**src/rtl/mips_boot_pkg.sv**
```systemverilog
// Shared types and constants for the MIPS boot loader: FSM states, header and
// word widths, default image limit and the header length check.
package mips_boot_pkg;

    localparam int HDR_W         = 16;
    localparam int WORD_W        = 32;
    localparam int DEF_MAX_WORDS = 128;

    typedef enum logic [2:0] {
        ST_LEN_HI = 3'd0,
        ST_LEN_LO = 3'd1,
        ST_DATA   = 3'd2,
        ST_WRITE  = 3'd3,
        ST_CSUM   = 3'd4,
        ST_DONE   = 3'd5,
        ST_ERROR  = 3'd6
    } boot_state_e;

    function automatic logic len_ok(input logic [HDR_W-1:0] n, input int unsigned max_w);
        return (n != {HDR_W{1'b0}}) && ({16'd0, n} <= max_w);
    endfunction

endpackage

```
**src/rtl/mips_boot_loader_if.sv**
```systemverilog
// Byte-stream input and instruction-memory / processor-control outputs of the
// boot loader; slave is the loader side, master is the image source side.
interface mips_boot_loader_if
    import mips_boot_pkg::*;
#(
    parameter int ADDR_W = 9
);
    logic              rx_valid;
    logic [7:0]        rx_data;
    logic              rx_ready;
    logic              mem_we;
    logic [ADDR_W-1:0] mem_addr;
    logic [WORD_W-1:0] mem_wdata;
    logic              cpu_reset;
    logic              busy;
    logic              done;
    logic              error;

    modport slave (
        input  rx_valid, rx_data,
        output rx_ready, mem_we, mem_addr, mem_wdata, cpu_reset, busy, done, error
    );

    modport master (
        output rx_valid, rx_data,
        input  rx_ready, mem_we, mem_addr, mem_wdata, cpu_reset, busy, done, error
    );
endinterface

```
**src/rtl/boot_word_packer.sv**
```systemverilog
// Assembles four accepted bytes, MSB first, into a 32-bit word and pulses
// word_ready_o alongside the fourth byte.
module boot_word_packer
    import mips_boot_pkg::*;
(
    input  logic              clk_i,
    input  logic              clr_i,
    input  logic              byte_valid_i,
    input  logic [7:0]        byte_i,
    output logic [WORD_W-1:0] word_o,
    output logic              word_ready_o
);
    logic [WORD_W-1:0] shift_q, shift_d;
    logic [1:0]        cnt_q, cnt_d;

    // Shift in the new byte and count bytes within the current word
    always_comb begin
        shift_d = shift_q;
        cnt_d   = cnt_q;
        if (byte_valid_i) begin
            shift_d = {shift_q[WORD_W-9:0], byte_i};
            cnt_d   = cnt_q + 2'd1;
        end else begin
            shift_d = shift_q;
        end
    end

    // Shift register and byte counter state
    always_ff @(posedge clk_i) begin
        if (clr_i) begin
            shift_q <= {WORD_W{1'b0}};
            cnt_q   <= 2'd0;
        end else begin
            shift_q <= shift_d;
            cnt_q   <= cnt_d;
        end
    end

    assign word_o       = shift_q;
    assign word_ready_o = byte_valid_i && (cnt_q == 2'd3);

endmodule

```
**src/rtl/mips_boot_loader.sv**
```systemverilog
// Framed byte-stream loader writing big-endian words into instruction memory and
// holding the CPU in reset until done. Define BOOT_CHECKSUM_EN for a trailing CSUM byte.
module mips_boot_loader
    import mips_boot_pkg::*;
#(
    parameter int ADDR_W    = 9,
    parameter int MAX_WORDS = DEF_MAX_WORDS
) (
    input  logic                clk,
    input  logic                reset,
    mips_boot_loader_if.slave   bus
);
    localparam int IDX_W = ADDR_W - 2;

    boot_state_e       state_q, state_d;
    logic [HDR_W-1:0]  len_q, len_d;
    logic [IDX_W-1:0]  idx_q, idx_d;
    logic [HDR_W-1:0]  len_full_s;
    logic              rx_ready_s;
    logic              accept_s;
    logic              word_ready_s;
    logic [WORD_W-1:0] word_s;
    logic              last_word_s;

    assign rx_ready_s  = state_q inside {ST_LEN_HI, ST_LEN_LO, ST_DATA, ST_CSUM};
    assign accept_s    = bus.rx_valid && rx_ready_s;
    assign len_full_s  = {len_q[HDR_W-1:8], bus.rx_data};
    assign last_word_s = ({{(HDR_W-IDX_W){1'b0}}, idx_q} == (len_q - 16'd1));

    boot_word_packer u_packer (
        .clk_i        (clk),
        .clr_i        (reset),
        .byte_valid_i (accept_s && (state_q == ST_DATA)),
        .byte_i       (bus.rx_data),
        .word_o       (word_s),
        .word_ready_o (word_ready_s)
    );

`ifdef BOOT_CHECKSUM_EN
    logic [7:0] sum_q, sum_d;
    logic [7:0] sum_next_s;

    assign sum_next_s = sum_q + bus.rx_data;

    // Running byte sum over header, payload and CSUM
    always_comb begin
        sum_d = sum_q;
        if (accept_s) begin
            sum_d = sum_next_s;
        end else begin
            sum_d = sum_q;
        end
    end

    // Checksum accumulator state
    always_ff @(posedge clk) begin
        if (reset) begin
            sum_q <= 8'd0;
        end else begin
            sum_q <= sum_d;
        end
    end
`endif

    // Next-state, length capture and word index update
    always_comb begin
        state_d = state_q;
        len_d   = len_q;
        idx_d   = idx_q;
        case (state_q)
            ST_LEN_HI: begin
                if (accept_s) begin
                    len_d   = {bus.rx_data, len_q[7:0]};
                    state_d = ST_LEN_LO;
                end else begin
                    state_d = ST_LEN_HI;
                end
            end
            ST_LEN_LO: begin
                if (accept_s) begin
                    len_d   = len_full_s;
                    state_d = len_ok(len_full_s, MAX_WORDS) ? ST_DATA : ST_ERROR;
                end else begin
                    state_d = ST_LEN_LO;
                end
            end
            ST_DATA: begin
                if (word_ready_s) begin
                    state_d = ST_WRITE;
                end else begin
                    state_d = ST_DATA;
                end
            end
            ST_WRITE: begin
                idx_d = idx_q + {{(IDX_W-1){1'b0}}, 1'b1};
                if (last_word_s) begin
`ifdef BOOT_CHECKSUM_EN
                    state_d = ST_CSUM;
`else
                    state_d = ST_DONE;
`endif
                end else begin
                    state_d = ST_DATA;
                end
            end
`ifdef BOOT_CHECKSUM_EN
            ST_CSUM: begin
                if (accept_s) begin
                    state_d = (sum_next_s == 8'd0) ? ST_DONE : ST_ERROR;
                end else begin
                    state_d = ST_CSUM;
                end
            end
`endif
            ST_DONE:  state_d = ST_DONE;
            ST_ERROR: state_d = ST_ERROR;
            default:  state_d = ST_ERROR;
        endcase
    end

    // FSM state, header length and word index registers
    always_ff @(posedge clk) begin
        if (reset) begin
            state_q <= ST_LEN_HI;
            len_q   <= {HDR_W{1'b0}};
            idx_q   <= {IDX_W{1'b0}};
        end else begin
            state_q <= state_d;
            len_q   <= len_d;
            idx_q   <= idx_d;
        end
    end

    assign bus.rx_ready  = rx_ready_s;
    assign bus.mem_we    = (state_q == ST_WRITE);
    assign bus.mem_addr  = {idx_q, 2'b00};
    assign bus.mem_wdata = word_s;
    assign bus.cpu_reset = (state_q != ST_DONE);
    assign bus.done      = (state_q == ST_DONE);
    assign bus.error     = (state_q == ST_ERROR);
    assign bus.busy      = state_q inside {ST_LEN_LO, ST_DATA, ST_WRITE, ST_CSUM};

endmodule

```
**src/flat_wrapper.sv**
```systemverilog
// flat-port wrapper written by rule: the top's interface ports become plain ports
module mips_boot_loader_flat import mips_boot_pkg::*;
#(
    parameter int ADDR_W    = 9,
    parameter int MAX_WORDS = DEF_MAX_WORDS
)
  (clk, reset, bus_rx_valid, bus_rx_data, bus_rx_ready, bus_mem_we, bus_mem_addr, bus_mem_wdata, bus_cpu_reset, bus_busy, bus_done, bus_error);
  mips_boot_loader_if #(.ADDR_W(ADDR_W)) bus_i ();
  input  logic clk;
  input  logic reset;
  input wire logic [$bits(bus_i.rx_valid)-1:0] bus_rx_valid;
  input wire logic [$bits(bus_i.rx_data)-1:0] bus_rx_data;
  output wire logic [$bits(bus_i.rx_ready)-1:0] bus_rx_ready;
  output wire logic [$bits(bus_i.mem_we)-1:0] bus_mem_we;
  output wire logic [$bits(bus_i.mem_addr)-1:0] bus_mem_addr;
  output wire logic [$bits(bus_i.mem_wdata)-1:0] bus_mem_wdata;
  output wire logic [$bits(bus_i.cpu_reset)-1:0] bus_cpu_reset;
  output wire logic [$bits(bus_i.busy)-1:0] bus_busy;
  output wire logic [$bits(bus_i.done)-1:0] bus_done;
  output wire logic [$bits(bus_i.error)-1:0] bus_error;
  assign bus_i.rx_valid = bus_rx_valid;
  assign bus_i.rx_data = bus_rx_data;
  assign bus_rx_ready = bus_i.rx_ready;
  assign bus_mem_we = bus_i.mem_we;
  assign bus_mem_addr = bus_i.mem_addr;
  assign bus_mem_wdata = bus_i.mem_wdata;
  assign bus_cpu_reset = bus_i.cpu_reset;
  assign bus_busy = bus_i.busy;
  assign bus_done = bus_i.done;
  assign bus_error = bus_i.error;
  mips_boot_loader #(.ADDR_W(ADDR_W), .MAX_WORDS(MAX_WORDS)) u_core (.clk(clk), .reset(reset), .bus(bus_i));
endmodule
```
**config.mk**
```make
export PLATFORM = sky130hd
export DESIGN_NAME = mips_boot_loader_flat
export DESIGN_NICKNAME = d
export VERILOG_FILES = /design/src/rtl/mips_boot_pkg.sv /design/src/rtl/mips_boot_loader_if.sv /design/src/rtl/boot_word_packer.sv /design/src/rtl/mips_boot_loader.sv /design/src/flat_wrapper.sv
export SDC_FILE = /design/constraint.sdc
export NUM_CORES = 1
export LEC_CHECK = 0
export ABC_AREA = 1
export BUFFER_PORTS_ARGS = -buffer_cell sky130_fd_sc_hd__buf_2
export CORE_MARGIN = 5
export CORE_UTILIZATION = 45
export DETAILED_ROUTE_END_ITERATION = 10
export GPL_TIMING_DRIVEN = 0
export PLACE_DENSITY = 0.67
export SYNTH_ARGS = -nofsm -noshare
export SYNTH_HDL_FRONTEND = slang
export SYNTH_SLANG_ARGS = --single-unit
```
**constraint.sdc**
```tcl
create_clock -name clk -period 1.6 [get_ports clk]
set_clock_uncertainty 0.1 [all_clocks]
set_input_delay 0.32 -clock clk [delete_from_list [all_inputs] [get_ports clk]]
set_output_delay 0.32 -clock clk [all_outputs]
set_load 0.01 [all_outputs]
```
# Yosys cells after proc, flatten, opt, wreduce, memory -nomap -nowiden
# Cells that the tools add are included.
[classes]
addsub = 3
order_cmp = 1
eq_ne = 9
mux = 9
n_bitwise = 2
n_reduce_logical = 10
[ops]
columns = ["cell", "count"]
rows = [
  ["$pmux 16 s2", 1],
  ["$eq 7x16->1", 1],
  ["$le 16x8->1 const B", 1],
  ["$mux 16", 1],
  ["$reduce_bool 16->1", 1],
  ["$sub 16x1->16 const B", 1],
  ["$pmux 3 s5", 1],
  ["$eq 3x3->1 const B", 3],
  ["$mux 3", 3],
  ["$mux 8", 1],
  ["$reduce_bool 4->1", 2],
  ["$add 7x1->7 const B", 1],
  ["$eq 3x2->1 const B", 2],
  ["$reduce_and 3->1", 2],
  ["$logic_and 1x1->1", 4],
  ["$eq 3x1->1 const B", 1],
  ["$logic_not 3->1", 1],
  ["$ne 3x3->1 const B", 1],
  ["$add 2x1->2 const B", 1],
  ["$eq 2x2->1 const B", 1],
  ["$mux 1", 2],
  ["$not 1->1", 2],
]
[totals]
ff_bits = 60
inputBits = 11
out_inout_bits = 47
wordCells = 40

# Depth between registers and ports, before layout
[depth]
word_depth = 7
ltp_mapped = 15
ltp_nobuf = 15

# By module
# From an unflattened synthesis, not the netlist that was laid out.
[hier_totals]
hier_cells = 483
area_unflattened_um2 = 3109.2
[modules_own_cells]
columns = ["module", "instances", "cells_each", "area_each_um2", "seq_area_each_um2"]
rows = [
  ["mips_boot_loader", 1, 265, 1696.6, 520.5],
  ["boot_word_packer", 1, 218, 1412.6, 680.7],
]

# Worst setup path after synthesis
# No wires, ideal clock.
[synth_path]
path_kind = "flip-flop to flip-flop"
start = "reg u_core.len_q[0]"
end = "reg u_core.state_q[0]"
setup_time_ps = 56
arrival_time_ps = 1501
required_time_ps = 1444
path_slack_ps = -57
stages_incl_launch_ff = 13
path_buffers = 0
synth_period_minus_slack_ps = 1657
cell_sequence = "dfxtp_1 -> inv_1 -> ha_1 -> xnor2_1 -> nor2_1 -> nand2_1 -> nor2_1 -> nand3_1 -> nor2_1 -> nand3_1 -> nand3_1 -> nand2_1 -> inv_1"
[synth_between]
elab_chain_len = 4
[synth_lines]
columns = ["item", "line_no", "source"]
rows = [
  ["start, declared", "mips_boot_loader.sv:16", "logic [HDR_W-1:0] len_q, len_d;"],
  ["start signal, assigned", "mips_boot_loader.sv:125", "len_q <= {HDR_W{1'b0}};"],
  ["start signal, assigned", "mips_boot_loader.sv:129", "len_q <= len_d;"],
  ["$sub 16x1->16", "mips_boot_loader.sv:28", "assign last_word_s = ({{(HDR_W-IDX_W){1'b0}}, idx_q} == (len_q - 16'd1));"],
  ["$eq 7x16->1", "mips_boot_loader.sv:28", ""],
  ["$mux 3", "mips_boot_loader.sv:96", "if (last_word_s) begin"],
  ["$pmux 3 s5", "mips_boot_loader.sv:70", "case (state_q)"],
  ["end signal, assigned", "mips_boot_loader.sv:128", "state_q <= state_d;"],
  ["end, declared", "mips_boot_loader.sv:15", "boot_state_e state_q, state_d;"],
]
# Every way passes these cells.
# A chain may end at the register's enable or synchronous reset.

# Worst setup path after layout
[layout_path]
start = "reg u_core.len_q[1]"
end = "reg u_core.state_q[0]"
# Same word-level chain as after synthesis.

==> results.cfg <==
[routing]
drc = 0
wl_met2_mm = 3.65
highest-signal-layer = met4
detail_route.vias_per_cell = 5.02
first_pass_iters = 4
wl_met3_um = 416
wirelength_mm = 7.61
wire_per_inst_um = 13.4
via_count = 2851
ant_nets = 0
drt_iter0_markers = 146
wl_met1_mm = 3.43

[synthesis]
yosys_register_bits = 60
netlist_instances = 402
yosys.area.top_type = dfxtp_1
syn-cell-area_um2 = 2780
synth-main-ff-cell = dfxtp_1
synth_common_cells = nor2_1 (90), dfxtp_1 (60), nand2_1 (60)
syn_area_per_cell_um2 = 6.92
synthArstFlopShare = 0
synth-warning-count = 0
synth.area.top_cells = dfxtp_1 (43%), nor2_1 (12%), o21ai_0 (10%)
synth_most_common_cell = nor2_1
yosysSeqAreaShare = 0.432
synth_top_area_frac = 0.432
synth_edf_count = 0
synthDistinctLibCells = 29

[run_status]
status = finished, violations left
violations = setup timing

[power_and_ir_drop]
pwr_density_cell_nw_per_um2 = 1260
irDropWorstVdd_mv = 0.777
p_leak_nw = 1.76

[clock_network]
cts_buffer_depth = 2
clk_pin_slew_ps = 60
cts.sinks = 60
cts_inserted_buffers = 9
htree_levels = 3
clk_latency_ps = 330
root_buffer = clkbuf_8
cts_hold_buffers = 0
cts_tree = done

[floorplan]
rows = 28
ioPinCount = 58
core_um2 = 5960
die-area_um2 = 7860
initial_core_util = 0.467
die_w_um = 88.6
die_h_um = 88.6

[placed_design]
dp_hpwl_mm = 5.24
dp_slack_ps = -282
io_buffer_count = 55
gp_congestion = 0.852

[sta]
period_needed_ps = 1820
fin_ws_ps = -215
slew_violations = 0
finalHoldViolations = 0
max_freq_mhz = 551
finalSetupViolations = 8
fin_crit_sh = 1.13
grt_setup_unrepaired = yes

[worst_setup_path]
endpoint_kind = register
regToRegSetupSlack_ps = -220
cp_max_fo = 3
reg2reg_from = u_core.len_q[1]
start_kind = register
crit_start = u_core.len_q[1]
r2r-end = u_core.state_q[0]
reg2reg_depth = 15
crit_type = register to register
arrival_ps = 1990
required_ps = 1770

[global_routing]
grt_pass1_wl_mm = 12.2
grt_use_total = 0.203
antenna_found_initial = 0
grt_pass1_vias = 2550
grt_max_degree = 11
overflow = 0

[min_path]
min_to = u_core.state_q[1]
hp-start = reset
whs_path_depth = 2
hp-class = input pin to register

[finish]
diodes = 0
area_growth_syn_to_layout_pct = 33.3
drive_gt1_frac = 0.310
fill_cells = 582
post-route-util = 0.623
nets = 502

[flow_run]
cap_violations = 0
state kept, by name, summed over array words and instances (netlist names):
signal	count
u_core.u_packer.word_o	32
u_core.len_q	16
u_core.idx_q	7
u_core.state_q	3
u_core.u_packer.cnt_q	2
per-layer routing:
layer,global-route usage,vias to the layer above
met2,0.335,62
met4,0.0824,0
met5,0,-
met1,0.247,1322
met3,0.0587,12
li1,-,1455
where the power goes:
part	internal (mW)	switching [mW]	leakage, nW
clock network	0.806	0.602	0.0959
registers	1.66	0.165	0.492
logic	0.598	0.841	1.18
total	3.06	1.61	1.76
worst max-delay path, cell delays in order (launching register included):
cell and delay (ps):
dfxtp_4 370, inv_2 50, ha_4 170, inv_2 50, nand2_2 40, nand2_1 50, nand2_1 40, nand2_1 90
o21ai_1 70, nor2_1 160, nand3_2 120, nor2_4 150, nand3_2 120, nand3_2 80, nand2_2 50, inv_2 50
cell usage in the layout (no fill, tap or decap), types with 2 or more instances in the layout:
| cell type | count |
|---|---|
| o21ai_0 | 52 |
| nor3_4 | 2 |
| buf_4 | 20 |
| ha_1 | 2 |
| dfxtp_1 | 53 |
| nor3_1 | 2 |
| inv_4 | 3 |
| conb_1 | 2 |
| nand3_2 | 5 |
| clkinvlp_4 | 2 |
| inv_2 | 9 |
| nand2_2 | 6 |
| xor2_1 | 4 |
| nor2_2 | 7 |
| o21ai_1 | 4 |
| buf_2 | 59 |
| a21oi_1 | 30 |
| nand3_1 | 14 |
| clkbuf_8 | 11 |
| nand2_1 | 55 |
| dfxtp_4 | 3 |
| nor2_4 | 12 |
| xnor2_1 | 3 |
| dfxtp_2 | 4 |
| buf_6 | 4 |
| inv_1 | 29 |
| nor2_1 | 77 |
| clkbuf_1 | 6 |
per-stage QoR:
step	cells	total power, mW	TNS (ps)	hold slack [ps]	instance area (um^2)
2_1_floorplan	403	2.65	0	289	2800
3_3_place_gp	533	2.96	-2200	357	3170
3_5_place_dp	533	2.98	-3350	368	3170
4_1_cts	555	4.51	-859	120	3530
5_1_grt	568	4.96	-1780	122	3710
6_report	568	4.67	-736	129	3710
repair_timing:
action                     in CTS  in global routing
pin swaps                       9                 12
resized for setup              41                 36
setup buffers                   6                 12
cloned                          0                  1
setup endpoints to repair      54                 60
worst max-delay path by stage:
stage | endpoint | slack [ps] | cells past startpoint
2_1_floorplan | u_core.idx_q[6] | 30 | 7
3_3_place_gp | u_core.state_q[2] | -240 | 14
3_5_place_dp | u_core.state_q[2] | -280 | 15
4_1_cts | u_core.state_q[2] | -130 | 15
5_1_grt | u_core.state_q[2] | -350 | 15
6_report | u_core.state_q[0] | -220 | 15
cell families (layout without fill, tap and decap cells):
kind of cell | Yosys count | count (layout) | synth area share
compound gates | 87 | 87 | 0.158
xor+xnor | 8 | 8 | 0.0306
fa+ha+maj | 3 | 3 | 0.0135
buf+inv | 57 | 147 | 0.0827
flops | 60 | 60 | 0.432
other cells | 1 | 2 | 0.00135
simple gates | 186 | 186 | 0.282
cell type report:
class	count	area, um^2	share of cell area
plain buffers	16	110	0.0297
multi-input cells	286	1500	0.405
clock inverters	3	45.0	0.0121
clock buffers	13	159	0.0428
flip-flops and latches	60	1220	0.328
well taps	75	93.8	0.0253
repair buffers	74	419	0.113
inverters	41	161	0.0435
Power figures use the tool's default switching activity.
